[src/rtl/pipe_hazard_ctrl_pkg.sv]
// Shared types for the pipeline hazard controller: the fetch-tracking state
// and the bundle of stall/flush controls handed to the stage registers.
package pipe_hazard_ctrl_pkg;

  typedef enum logic [1:0] {
    FS_IDLE    = 2'd0,
    FS_DISCARD = 2'd1
  } fetch_state_t;

  typedef struct packed {
    logic stall_pc;
    logic stall_f;
    logic stall_d;
    logic stall_e;
    logic stall_m;
    logic flush_d;
    logic flush_e;
    logic flush_m;
    logic flush_w;
  } hazard_ctl_t;

  localparam hazard_ctl_t HAZ_NONE = '0;

  // Held in reset: every stage register is loaded with a bubble, nothing is held.
  localparam hazard_ctl_t HAZ_RESET = '{
    stall_pc: 1'b0, stall_f: 1'b0, stall_d: 1'b0, stall_e: 1'b0, stall_m: 1'b0,
    flush_d:  1'b1, flush_e: 1'b1, flush_m: 1'b1, flush_w: 1'b1
  };

  function automatic logic any_stall(input hazard_ctl_t c);
    return c.stall_pc | c.stall_f | c.stall_d | c.stall_e | c.stall_m;
  endfunction

endpackage

[src/rtl/pipe_hazard_ctrl_perf_cnt.sv]
// Debug/performance counters for the hazard controller: stall cycles and
// accepted redirects, both free-running and wrapping.
module hazard_perf_cnt #(
  parameter int CNT_W = 32
) (
  input  logic             clk,
  input  logic             reset,
  input  logic             stall_en,
  input  logic             redirect_en,
  output logic [CNT_W-1:0] stall_cycles,
  output logic [CNT_W-1:0] redirect_cnt
);

  logic [CNT_W-1:0] stall_cycles_q, stall_cycles_d;
  logic [CNT_W-1:0] redirect_cnt_q, redirect_cnt_d;

  // NOTE: every always_comb output gets a default first so no path can infer a latch.
  always_comb begin
    stall_cycles_d = stall_cycles_q;
    redirect_cnt_d = redirect_cnt_q;
    if (stall_en)    stall_cycles_d = stall_cycles_q + 1'b1;
    if (redirect_en) redirect_cnt_d = redirect_cnt_q + 1'b1;
  end

  // NOTE: state registers use non-blocking assignments so all flops update together.
  always_ff @(posedge clk) begin
    if (!reset) begin
      stall_cycles_q <= '0;
      redirect_cnt_q <= '0;
    end else begin
      stall_cycles_q <= stall_cycles_d;
      redirect_cnt_q <= redirect_cnt_d;
    end
  end

  assign stall_cycles = stall_cycles_q;
  assign redirect_cnt = redirect_cnt_q;

endmodule

[src/rtl/pipe_hazard_ctrl.sv]
// Central stall/flush controller for the F/D/E/M/W pipeline: resolves bus waits,
// load-use hazards and execute redirects, and discards stale fetch beats.
module pipe_hazard_ctrl
  import pipe_hazard_ctrl_pkg::*;
#(
  parameter int CNT_W  = 32,
  parameter int REG_AW = 5
) (
  input  logic              clk,
  input  logic              reset,
  input  logic              i_req_valid,
  input  logic              i_data_ok,
  input  logic              d_req_valid,
  input  logic              d_data_ok,
  input  logic [REG_AW-1:0] d_ra1,
  input  logic [REG_AW-1:0] d_ra2,
  input  logic              d_use1,
  input  logic              d_use2,
  input  logic [REG_AW-1:0] e_rd,
  input  logic              e_memread,
  input  logic              e_redirect,
  output logic              stall_pc,
  output logic              stall_f,
  output logic              stall_d,
  output logic              stall_e,
  output logic              stall_m,
  output logic              flush_d,
  output logic              flush_e,
  output logic              flush_m,
  output logic              flush_w,
  output logic              fetch_discard,
  output logic [CNT_W-1:0]  stall_cycles,
  output logic [CNT_W-1:0]  redirect_cnt
);

  fetch_state_t state_q, state_d;
  hazard_ctl_t  ctl;
  logic         mem_wait, fetch_wait, load_use, redirect_take;

  assign mem_wait   = d_req_valid && !d_data_ok;
  assign fetch_wait = (i_req_valid && !i_data_ok) || (state_q == FS_DISCARD);
  assign load_use   = e_memread && (e_rd != '0) &&
                      ((d_use1 && (d_ra1 == e_rd)) || (d_use2 && (d_ra2 == e_rd)));

  always_comb begin
    ctl           = HAZ_NONE;
    state_d       = state_q;
    fetch_discard = 1'b0;
    redirect_take = 1'b0;
    if (!reset) begin
      ctl = HAZ_RESET;
    end else begin
      if (state_q == FS_DISCARD) begin
        fetch_discard = i_data_ok;
        if (i_data_ok) state_d = FS_IDLE;
      end
      // A memory wait freezes E, so any redirect/load-use there is re-presented later.
      if (mem_wait) begin
        ctl.stall_pc = 1'b1;
        ctl.stall_f  = 1'b1;
        ctl.stall_d  = 1'b1;
        ctl.stall_e  = 1'b1;
        ctl.stall_m  = 1'b1;
        ctl.flush_w  = 1'b1;
      end else if (e_redirect) begin
        ctl.flush_d   = 1'b1;
        ctl.flush_e   = 1'b1;
        redirect_take = 1'b1;
        if (state_q == FS_IDLE) begin
          // A beat landing now or later for the old PC belongs to the wrong path.
          fetch_discard = i_data_ok;
          if (fetch_wait) begin
            ctl.stall_f = 1'b1;
            state_d     = FS_DISCARD;
          end
        end
      end else if (load_use) begin
        ctl.stall_pc = 1'b1;
        ctl.stall_f  = 1'b1;
        ctl.stall_d  = 1'b1;
        ctl.flush_e  = 1'b1;
      end else if (fetch_wait) begin
        ctl.stall_pc = 1'b1;
        ctl.stall_f  = 1'b1;
        ctl.flush_d  = 1'b1;
      end
    end
  end

  always_ff @(posedge clk) begin
    if (!reset) state_q <= FS_IDLE;
    else        state_q <= state_d;
  end

  assign stall_pc = ctl.stall_pc;
  assign stall_f  = ctl.stall_f;
  assign stall_d  = ctl.stall_d;
  assign stall_e  = ctl.stall_e;
  assign stall_m  = ctl.stall_m;
  assign flush_d  = ctl.flush_d;
  assign flush_e  = ctl.flush_e;
  assign flush_m  = ctl.flush_m;
  assign flush_w  = ctl.flush_w;

  hazard_perf_cnt #(.CNT_W(CNT_W)) u_perf (
    .clk          (clk),
    .reset        (reset),
    .stall_en     (any_stall(ctl)),
    .redirect_en  (redirect_take),
    .stall_cycles (stall_cycles),
    .redirect_cnt (redirect_cnt)
  );

endmodule

[config.mk]
export PLATFORM = sky130hd
export DESIGN_NAME = pipe_hazard_ctrl
export DESIGN_NICKNAME = d
export VERILOG_FILES = /design/src/rtl/pipe_hazard_ctrl_pkg.sv /design/src/rtl/pipe_hazard_ctrl_perf_cnt.sv /design/src/rtl/pipe_hazard_ctrl.sv
export SDC_FILE = /design/constraint.sdc
export NUM_CORES = 1
export LEC_CHECK = 0
export BUFFER_PORTS_ARGS = -buffer_cell sky130_fd_sc_hd__buf_2
export CAP_MARGIN = 20
export CORE_ASPECT_RATIO = 1.25
export CORE_UTILIZATION = 52
export DETAILED_ROUTE_END_ITERATION = 7
export PLACE_DENSITY_LB_ADDON = 0.1
export SLEW_MARGIN = 40
export SYNTH_ARGS = -nofsm -noshare
export SYNTH_HDL_FRONTEND = slang
export SYNTH_HIERARCHICAL = 1
export SYNTH_SLANG_ARGS = --single-unit
[constraint.sdc]
create_clock -name clk -period 3.98 [get_ports clk]
set_clock_uncertainty 0.05 [all_clocks]
set_input_delay 0.796 -clock clk [delete_from_list [all_inputs] [get_ports clk]]
set_output_delay 0.796 -clock clk [all_outputs]
set_load 0.05 [all_outputs]
==> flow_summary.toml <==
[run_status]
outcome = "finished, final reports clean"

[power]
power_density_mw_per_mm2 = 352.8
p_total_mw = 1.462
leakage_nw = 1.655
vdd_drop_max_uv = 198.4

[clock_network]
cts_resized = 0
clock_path_buffers = 2
cts_buffers = 9
root_buffer = "clkbuf_8"
cts_sinks = 66
cts_tree = "done"
clkLatencyLatePin_ns = 0.34
hold_buffers = 0
htreeDepth = 3
clkTransAtPathRegs_ns = 0.08
postCtsSetupRepairBufs = 0

[critical_path]
r2r_end = "u_perf/stall_cycles[28]"
r2r_slack_ns = 1.14
worst_setup_path_end_kind = "flip-flop"
crit_fanout = 18
r2r-start = "state_q[1]"
r2r_cells = 9
arrival_ns = 3.73
startpoint_type = "input port"
worstPathRequired_ns = 4.21
startpoint = "e_rd[4]"
crit_type = "input port to flip-flop"

[sta]
fmax_mhz = 285.4
finalCritPeriodShare_pct = 88.05
rsz0062_at_grt = "no"
drv_slew = 0
fin_crit_ns = 3.504
slew_headroom_pct = 64.05
whs_ns = 0.4293
final.setup.tns_ns = 0
final_hold_viol_count = 0
finalSetupViolations = 0
tightestPinTransition_ns = 0.5351

[logic_synthesis]
synth_edf_count = 0
ys_ff_latch = 66
synth_xor_area_share_pct = 9.057
syn_avg_cell_area_um2 = 8.482
synth-compound-area-share_pct = 12.05
yosys-top-cells-area = "dfxtp_1, xnor2_1, or4_1, a21oi_1, nand2_1"
synth-simple-area-share_pct = 31.65
ys_types = 41
synth.most_common_cell = "dfxtp_1"
synth_top_family_by_area = "simple AND/OR/NAND/NOR gates"
yosysWarnings = 6
synthAdderAreaFrac_pct = 0.7394
synthMuxAreaShare_pct = 3.253
synthArstFlopShare_pct = 0
netlist_instances = 399
synth_seq_area_share_pct = 39.04
synthTopCellsByCount = "dfxtp_1, nand2_1, nor2_1, a21oi_1, xnor2_1"
synthFlopType = "dfxtp_1"
synth_nets = 426
synth_top_area_share_pct = 39.04
yosys.area.top_type = "dfxtp_1"
syn_area_mm2 = 0.003384

[drt]
wire_per_inst_um = 13.28
drtIter0Drc = 163
drt-total-wl_um = 7767
drt_first_pass_iters = 4
vias_per_cell = 5.658
ant_nets = 0
drc = 0
vias = 3310

[final_layout]
final_net_count = 522
fill_cells = 564
drive_gt1_share_pct = 25.00
synthToLayoutAreaGrowth_pct = 22.44
n_antenna_cell = 0

[global_route]
overflow = 0
grt_pass1_wl_um = 12360
grt_max_degree = 55
grt_pass1_vias = 2840
grt_antenna_before_repair = 0
grt_usage_pct = 23.08

[floorplanning]
die-area_mm2 = 0.006838
core_region_area_mm2 = 0.006246
start_util_pct = 54.19
die_height_um = 92.20
die_x_um = 74.16
row_count = 32
ios = 99

[worst_hold_path]
hp-start = "u_perf/stall_cycles[31]"
hp-class = "flip-flop to flip-flop"
min_to = "u_perf/stall_cycles[31]"
worstHoldPathCells = 2

[placement]
io_buffer_count = 98
gp_congestion = 0.8151
hpwl_um = 5485

[run]
cap_violations = 0
==> per-stage QoR <==
step	worst slack, ns	cell area, um^2	utilization, %	instances
after global routing	0.2920	4144	66.35	585
after floorplan	0.6318	3385	-	399
after detailed placement	0.1213	3901	62.46	569
after global placement	0.2455	3899	62.42	569
final	0.4756	4144	66.35	585
after CTS	0.5034	4144	66.35	585
==> critical path, stage by stage <==
cell      delay [ns]
buf_2           0.12
xnor2_1         0.16
nand4_1         0.10
o22ai_1         0.30
a211oi_2        0.14
o21ai_0         0.40
nand3_1         0.16
or4_1           0.81
or4_1           0.59
a21oi_1         0.15
==> power by group <==
| part | switching (mW) | total [mW] | internal, mW |
|---|---|---|---|
| sequential | 0.00442 | 0.668 | 0.663 |
| combinational | 0.0721 | 0.108 | 0.0361 |
| clock | 0.268 | 0.686 | 0.418 |
==> per-layer routing <==
| metal | global-route usage, % | vias up | share of wire, % |
|---|---|---|---|
| li1 | - | 1654 | - |
| met1 | 26.01 | 1557 | 44 |
| met2 | 40.00 | 85 | 50 |
| met3 | 3.956 | 14 | 3.4 |
| met4 | 12.66 | 0 | 2.3 |
| met5 | 0 | - | 0 |
==> worst max path at each step <==
stage                                   end  depth (start not counted)
detailed placement  u_perf/stall_cycles[28]                         10
global placement    u_perf/stall_cycles[26]                         10
global route        u_perf/stall_cycles[20]                         10
finish              u_perf/stall_cycles[28]                         10
CTS                 u_perf/stall_cycles[24]                         10
floorplan                           stall_f                          5
==> layout by cell type, fill, tap and decap left out, drive strengths merged <==
| cell type | count |
|---|---|
| buf | 102 |
| dfxtp | 66 |
| nand2 | 37 |
| nor2 | 36 |
| a21oi | 30 |
| xnor2 | 23 |
| or4 | 23 |
| nand3 | 23 |
| nand4 | 19 |
| o31ai | 18 |
| xor2 | 12 |
| mux2i | 11 |
| nand2b | 10 |
| o21ai | 10 |
| or3 | 10 |
| clkbuf | 10 |
| and4 | 10 |
| nor3 | 8 |
| inv | 8 |
| and3 | 6 |
| nor4 | 5 |
| o21a | 3 |
| nor2b | 3 |
| bufinv | 3 |
| o22ai | 2 |
| clkinv | 2 |
| ha | 2 |
| a21o | 1 |
| a31o | 1 |
| a211oi | 1 |
| nor3b | 1 |
| clkinvlp | 1 |
| and2 | 1 |
| o41ai | 1 |
| or4b | 1 |
==> cell type report <==
class | instances | area, um^2 | area share [%]
multi-input combinational | 308 | 1921 | 46.35
inverter | 8 | 32.53 | 0.7850
timing repair buffer | 102 | 520.5 | 12.56
sequential | 66 | 1321 | 31.88
clock buffer | 10 | 127.6 | 3.080
tap | 85 | 106.4 | 2.566
clock inverter | 6 | 115.1 | 2.778
==> cell families (layout without fill, tap and decap cells) <==
group | Yosys count | in the layout
simple gates | 193 | 193
compound gates | 67 | 67
flops | 66 | 66
xor+xnor | 35 | 35
buf+inv | 25 | 126
mux | 11 | 11
fa+ha+maj | 2 | 2
==> registers in the layout (all words and copies together) (netlist names) <==
register and cells:
state_q 2, u_perf/stall_cycles 32, u_perf/redirect_cnt 32
No activity file was read; power rests on OpenSTA's default activity.
